### src/rtl/apb_master.sv
`default_nettype none
// ============================================================================
// Module   : apb_master
// Purpose  : Single-outstanding command-to-APB bridge (IDLE/SETUP/ACCESS).
//            Optional ACCESS-phase timeout when APB_MASTER_TIMEOUT_EN is defined.
// Revision : 1.0
// ============================================================================
module apb_master #(
  parameter int DATA_WIDTH     = 8,
  parameter int ADDR_WIDTH     = 8,
  parameter int TIMEOUT_CYCLES = 16
) (
  input  logic                  clk,
  input  logic                  rstn,
  input  logic                  cmd_valid,
  output logic                  cmd_ready,
  input  logic                  cmd_write,
  input  logic [ADDR_WIDTH-1:0] cmd_addr,
  input  logic [DATA_WIDTH-1:0] cmd_wdata,
  output logic                  rsp_valid,
  output logic [DATA_WIDTH-1:0] rsp_rdata,
  output logic                  rsp_err,
  output logic                  psel,
  output logic                  penable,
  output logic                  pwrite,
  output logic [ADDR_WIDTH-1:0] paddr,
  output logic [DATA_WIDTH-1:0] pwdata,
  input  logic [DATA_WIDTH-1:0] prdata,
  input  logic                  pready
);

  typedef enum logic [1:0] {
    IDLE   = 2'd0,
    SETUP  = 2'd1,
    ACCESS = 2'd2
  } state_t;

  state_t state;
  logic   timeout_hit;

  assign cmd_ready = (state == IDLE);

`ifdef APB_MASTER_TIMEOUT_EN
  localparam int                CNT_W     = $clog2(TIMEOUT_CYCLES + 1);
  localparam logic [CNT_W-1:0]  CNT_LIMIT = CNT_W'(TIMEOUT_CYCLES);

  logic [CNT_W-1:0] wait_cnt;
  logic             err_q;

  // pready in the limit cycle wins, so only a low pready can time out
  assign timeout_hit = (state == ACCESS) && (wait_cnt == CNT_LIMIT) && !pready;
  assign rsp_err     = err_q;

  always_ff @(posedge clk or negedge rstn) begin
    if (!rstn) begin
      wait_cnt <= '0;
      err_q    <= 1'b0;
    end else begin
      if (state == SETUP) begin
        wait_cnt <= '0;
      end else if (state == ACCESS && !pready && !timeout_hit) begin
        wait_cnt <= wait_cnt + 1'b1;
      end
      if (state == ACCESS && (pready || timeout_hit)) begin
        err_q <= !pready;
      end
    end
  end
`else
  logic unused_timeout_cfg;

  assign timeout_hit        = 1'b0;
  assign rsp_err            = 1'b0;
  assign unused_timeout_cfg = ^TIMEOUT_CYCLES;
`endif

  always_ff @(posedge clk or negedge rstn) begin
    if (!rstn) begin
      state     <= IDLE;
      psel      <= 1'b0;
      penable   <= 1'b0;
      pwrite    <= 1'b0;
      paddr     <= '0;
      pwdata    <= '0;
      rsp_valid <= 1'b0;
      rsp_rdata <= '0;
    end else begin
      rsp_valid <= 1'b0;
      case (state)
        IDLE: begin
          if (cmd_valid) begin
            state  <= SETUP;
            psel   <= 1'b1;
            pwrite <= cmd_write;
            paddr  <= cmd_addr;
            pwdata <= cmd_write ? cmd_wdata : '0;
          end
        end
        SETUP: begin
          state   <= ACCESS;
          penable <= 1'b1;
        end
        ACCESS: begin
          if (pready || timeout_hit) begin
            state     <= IDLE;
            psel      <= 1'b0;
            penable   <= 1'b0;
            rsp_valid <= 1'b1;
            rsp_rdata <= (pready && !pwrite) ? prdata : '0;
          end
        end
        default: begin
          state   <= IDLE;
          psel    <= 1'b0;
          penable <= 1'b0;
        end
      endcase
    end
  end

endmodule
`default_nettype wire

### config.mk
export PLATFORM = sky130hd
export DESIGN_NAME = apb_master
export DESIGN_NICKNAME = d
export VERILOG_FILES = /design/src/rtl/apb_master.sv
export SDC_FILE = /design/constraint.sdc
export NUM_CORES = 1
export LEC_CHECK = 0
export ABC_AREA = 1
export CAP_MARGIN = 10
export CORE_UTILIZATION = 36
export CTS_CLUSTER_DIAMETER = 40
export DETAILED_ROUTE_END_ITERATION = 10
export GPL_ROUTABILITY_DRIVEN = 0
export MAX_ROUTING_LAYER = met4
export PLACE_DENSITY = 0.71
export SYNTH_ARGS = -nofsm -noshare
export SYNTH_HDL_FRONTEND = slang
export SYNTH_SLANG_ARGS = --single-unit
### constraint.sdc
create_clock -name clk -period 2.7 [get_ports clk]
set_input_delay 0.405 -clock clk [delete_from_list [all_inputs] [get_ports clk]]
set_output_delay 0.405 -clock clk [all_outputs]
set_load 0.01 [all_outputs]
==> results by group, run 1 <==
Outcome
  • Run status: completed

Clock network
  • CTS root buffer: clkbuf_4
  • Clk buf depth: 2
  • Clk_lat worst skew: just over 0.3 ns
  • Num CTS Buffers: 5
  • Clock Sinks: 30
  • Setup bufs post-CTS: 0
  • Post-CTS Hold Fix Bufs: 0
  • CTS HTree Levels: 2
  • CTS tree: done
  • PostCTS Resize Cnt: 0
  • Reg clk slew, reported paths: ~0.08 ns

Logic synthesis
  • Mapped Cells: between 100 and 150
  • FF+latch count, synth: 30
  • Seq/Total Area, Yosys: about 60%
  • Syn Std Cell Area: 1270 um2
  • Unique masters post-synth: 16
  • Syn avg cell area: around 9.2 um2
  • Ys Warns: 0
  • Syn_nets: 167

Layout
  • Antenna Cells: 0
  • Number of fill cells: between 300 and 400
  • Seq. cell area: ~750 um2
  • Fin util: 56.8%
  • Area growth syn-to-layout: 50.4%
  • Most frequent cells in the layout: nand2_1 (65), clkdlybuf4s50_1 (57), dfrtp_1 (30)
  • Nets@finish: about 230
  • Layout cells sized above 1: ~12%
  • Leading cell type in the layout, fill and taps excluded: nand2_1
  • Area of the multi-input gates: roughly 440 um2

Power and ir drop
  • Pleak: around 0.93 nW
  • Power Density: between 1000 and 1500 nW/um2
  • Maximum vdd drop: 472 uV

Die
  • Core Box Area: between 3000 and 4000 um2
  • Die Area: about 3800 um2
  • Starting Density: a little under two fifths
  • Row count: 21
  • Die height: roughly 61 um
  • IO Pins: 59
  • Chip Width: a little over 60 um

Route
  • WL/cell: between 10 and 15 um
  • First drt pass iteration count: 4
  • DR DRC count: 0
  • Detailed Route Iter0 Violations: 31
  • Via density: ~4.4
  • Post-DRT Antenna Nets: 0
  • Routed wire length: 2.70 mm
  • Vias: roughly 1100

Global route
  • Met2 track utilization from global routing: 27.0%
  • Vias in the first global route: 1071
  • GRT met1 Usage: approximately 19%
  • Initial antenna violation count: 0
  • Aggregate global routing overflow: 0
  • Largest net degree at the start of global routing: 31
  • Grt peak-use layer: met2
  • GR Util All Layers: ~17%
  • M3 GR Usage: under 10%
  • First-pass GRT wire length: approximately 4.4 mm

Placement
  • Hpwl dp: 2.06 mm
  • Port bufs: 57

Critical path
  • Worst path bufs/invs: 1
  • Crit Path Category: reg2out
  • Crit. End Element: output pin
  • Critical path origin: state[0]
  • CP max stage delay: about 0.56 ns
  • Critical path peak fanout: 5
  • Crit path DAT: approximately 1.5 ns
  • R2R depth: 5
  • Critical Path Stages: 2
  • Worst path cell trace: nor2_4 -> clkdlybuf4s50_1
  • Launching point of the worst reg2reg path: state[0]
  • R2R Setup Slk: approximately 1.5 ns
  • FF-to-FF End: paddr[5]
  • Worst EP required: 2.30 ns
  • Delay-heaviest family, CP: buffers and inverters
  • Startpoint types: flip-flop
  • CP max-delay cell: clkdlybuf4s50_1

Worst hold path
  • Min-Delay Path Class: in2async

Timing
  • Slew Limit Fails: 0
  • Clk_skew: approximately 0.010 ns
  • Setup Viol. Count Final: 0
  • Hold WS: approximately 0.47 ns
  • RSZ-0062 raised after global routing: false
  • Setup_tns: 0 ns
  • Final hold viol count: 0
  • Final min period: 1.89 ns
  • Final period util: a little over two thirds
  • Fmax: roughly 530 MHz

Run
  • Total of max-cap violations: 0
-- logic make-up (layout without fill, tap and decap cells) --
logic type	after synthesis	count (layout)	share of synthesized area, %
other	1	1	0.295
AND/OR/NAND/NOR	83	83	27.7
flip-flops	30	30	59.1
AO/OA/AOI/OAI	10	10	6.31
buffers and inverters	14	74	6.60
-- routing by layer --
metal	share of wire (%)	vias up	routed length, um
li1	-	536	-
met1	45	480	1220
met2	47	46	1260
met3	6.9	4	185
met4	1.4	0	38
met5	0	-	0
-- through the flow --
step | std cells | setup slack, ns | cell area [um2] | power (mW)
6_report | 244 | 0.806 | 1910 | 1.97
2_1_floorplan | 138 | 1.62 | 1270 | 1.24
3_3_place_gp | 238 | 1.13 | 1860 | 1.71
5_1_grt | 244 | 0.722 | 1910 | 2.11
4_1_cts | 244 | 0.779 | 1910 | 1.99
3_5_place_dp | 238 | 1.09 | 1860 | 1.73
-- cell type report --
type	count	area share, %
tap	46	3.01
timing repair buffer	58	30.3
clock buffer	6	2.69
sequential	30	39.3
inverter	10	1.96
multi-input combinational	94	22.8
-- cells in the mapped netlist --
cell	instances	area (um2)
dfrtp_1	30	751
o21ai_0	2	10.0
buf_4	1	7.51
nor2_1	5	18.8
inv_1	9	33.8
inv_2	1	3.75
nand3_1	6	30.0
nor2_4	2	22.5
buf_8	1	15.0
buf_1	1	3.75
conb_1	1	3.75
buf_12	1	20.0
o21ai_2	8	70.1
nand2_1	65	244
nand2_2	4	25.0
nand2_4	1	11.3
-- state kept, by name, indices dropped and copies added (netlist names) --
register and count:
state 2, paddr 8, psel 1, rsp_valid 1, pwrite 1, pwdata 8, penable 1, rsp_rdata 8
-- worst max-delay path by stage --
| stage | endpoint | slack [ns] |
|---|---|---|
| finish | cmd_ready | 0.81 |
| floorplan | pwdata[0] | 1.62 |
| global route | cmd_ready | 0.72 |
| CTS | cmd_ready | 0.78 |
| global placement | rsp_rdata[2] | 1.13 |
| detailed placement | rsp_rdata[0] | 1.09 |
-- power by group --
group          switching (mW)  internal (mW)  total (mW)  leakage, nW
Sequential              0.139          0.653       0.792        0.382
Combinational           0.430          0.499       0.928        0.519
Clock                   0.130          0.117       0.247       0.0302
-- worst reg2reg max path, cell delays in order, from the launching register on --
cell	delay [ns]
dfrtp_1	0.46
nor2_4	0.16
nand2_4	0.22
inv_2	0.20
nand2_1	0.07
nand2_1	0.06
Note: power is estimated with default switching activity, not from simulation.
==> run 2: changes to the inputs <==
==> constraint.sdc (replaced) <==
create_clock -name clk -period 2 [get_ports clk]
set_input_delay 0.3 -clock clk [delete_from_list [all_inputs] [get_ports clk]]
set_output_delay 0.3 -clock clk [all_outputs]
set_load 0.01 [all_outputs]
==> results of run 2 <==
The final DEF is identical to that of run 1. Status: completed.
Main changes from that run: setup slack after placement 1.09 ns -> 0.491 ns; setup slack after layout 0.806 ns -> 0.211 ns; hold slack 0.467 ns -> 0.362 ns; register-to-register setup slack 1.47 ns -> 0.77 ns; total power 1.97 mW -> 2.66 mW; worst IR drop on VDD 472 uV -> 638 uV
==> run 3: changes to the inputs <==
--- a/config.mk
+++ b/config.mk
@@ -10,7 +10,6 @@
 export CORE_UTILIZATION = 36
 export CTS_CLUSTER_DIAMETER = 40
 export DETAILED_ROUTE_END_ITERATION = 10
-export GPL_ROUTABILITY_DRIVEN = 0
 export MAX_ROUTING_LAYER = met4
 export PLACE_DENSITY = 0.71
 export SYNTH_ARGS = -nofsm -noshare
==> results of run 3 <==
The final DEF is identical to that of run 1. Status: completed.
Main changes from that run: setup slack after placement 1.09 ns -> 0.491 ns; setup slack after layout 0.806 ns -> 0.211 ns; hold slack 0.467 ns -> 0.362 ns; register-to-register setup slack 1.47 ns -> 0.77 ns; total power 1.97 mW -> 2.66 mW; worst IR drop on VDD 472 uV -> 638 uV
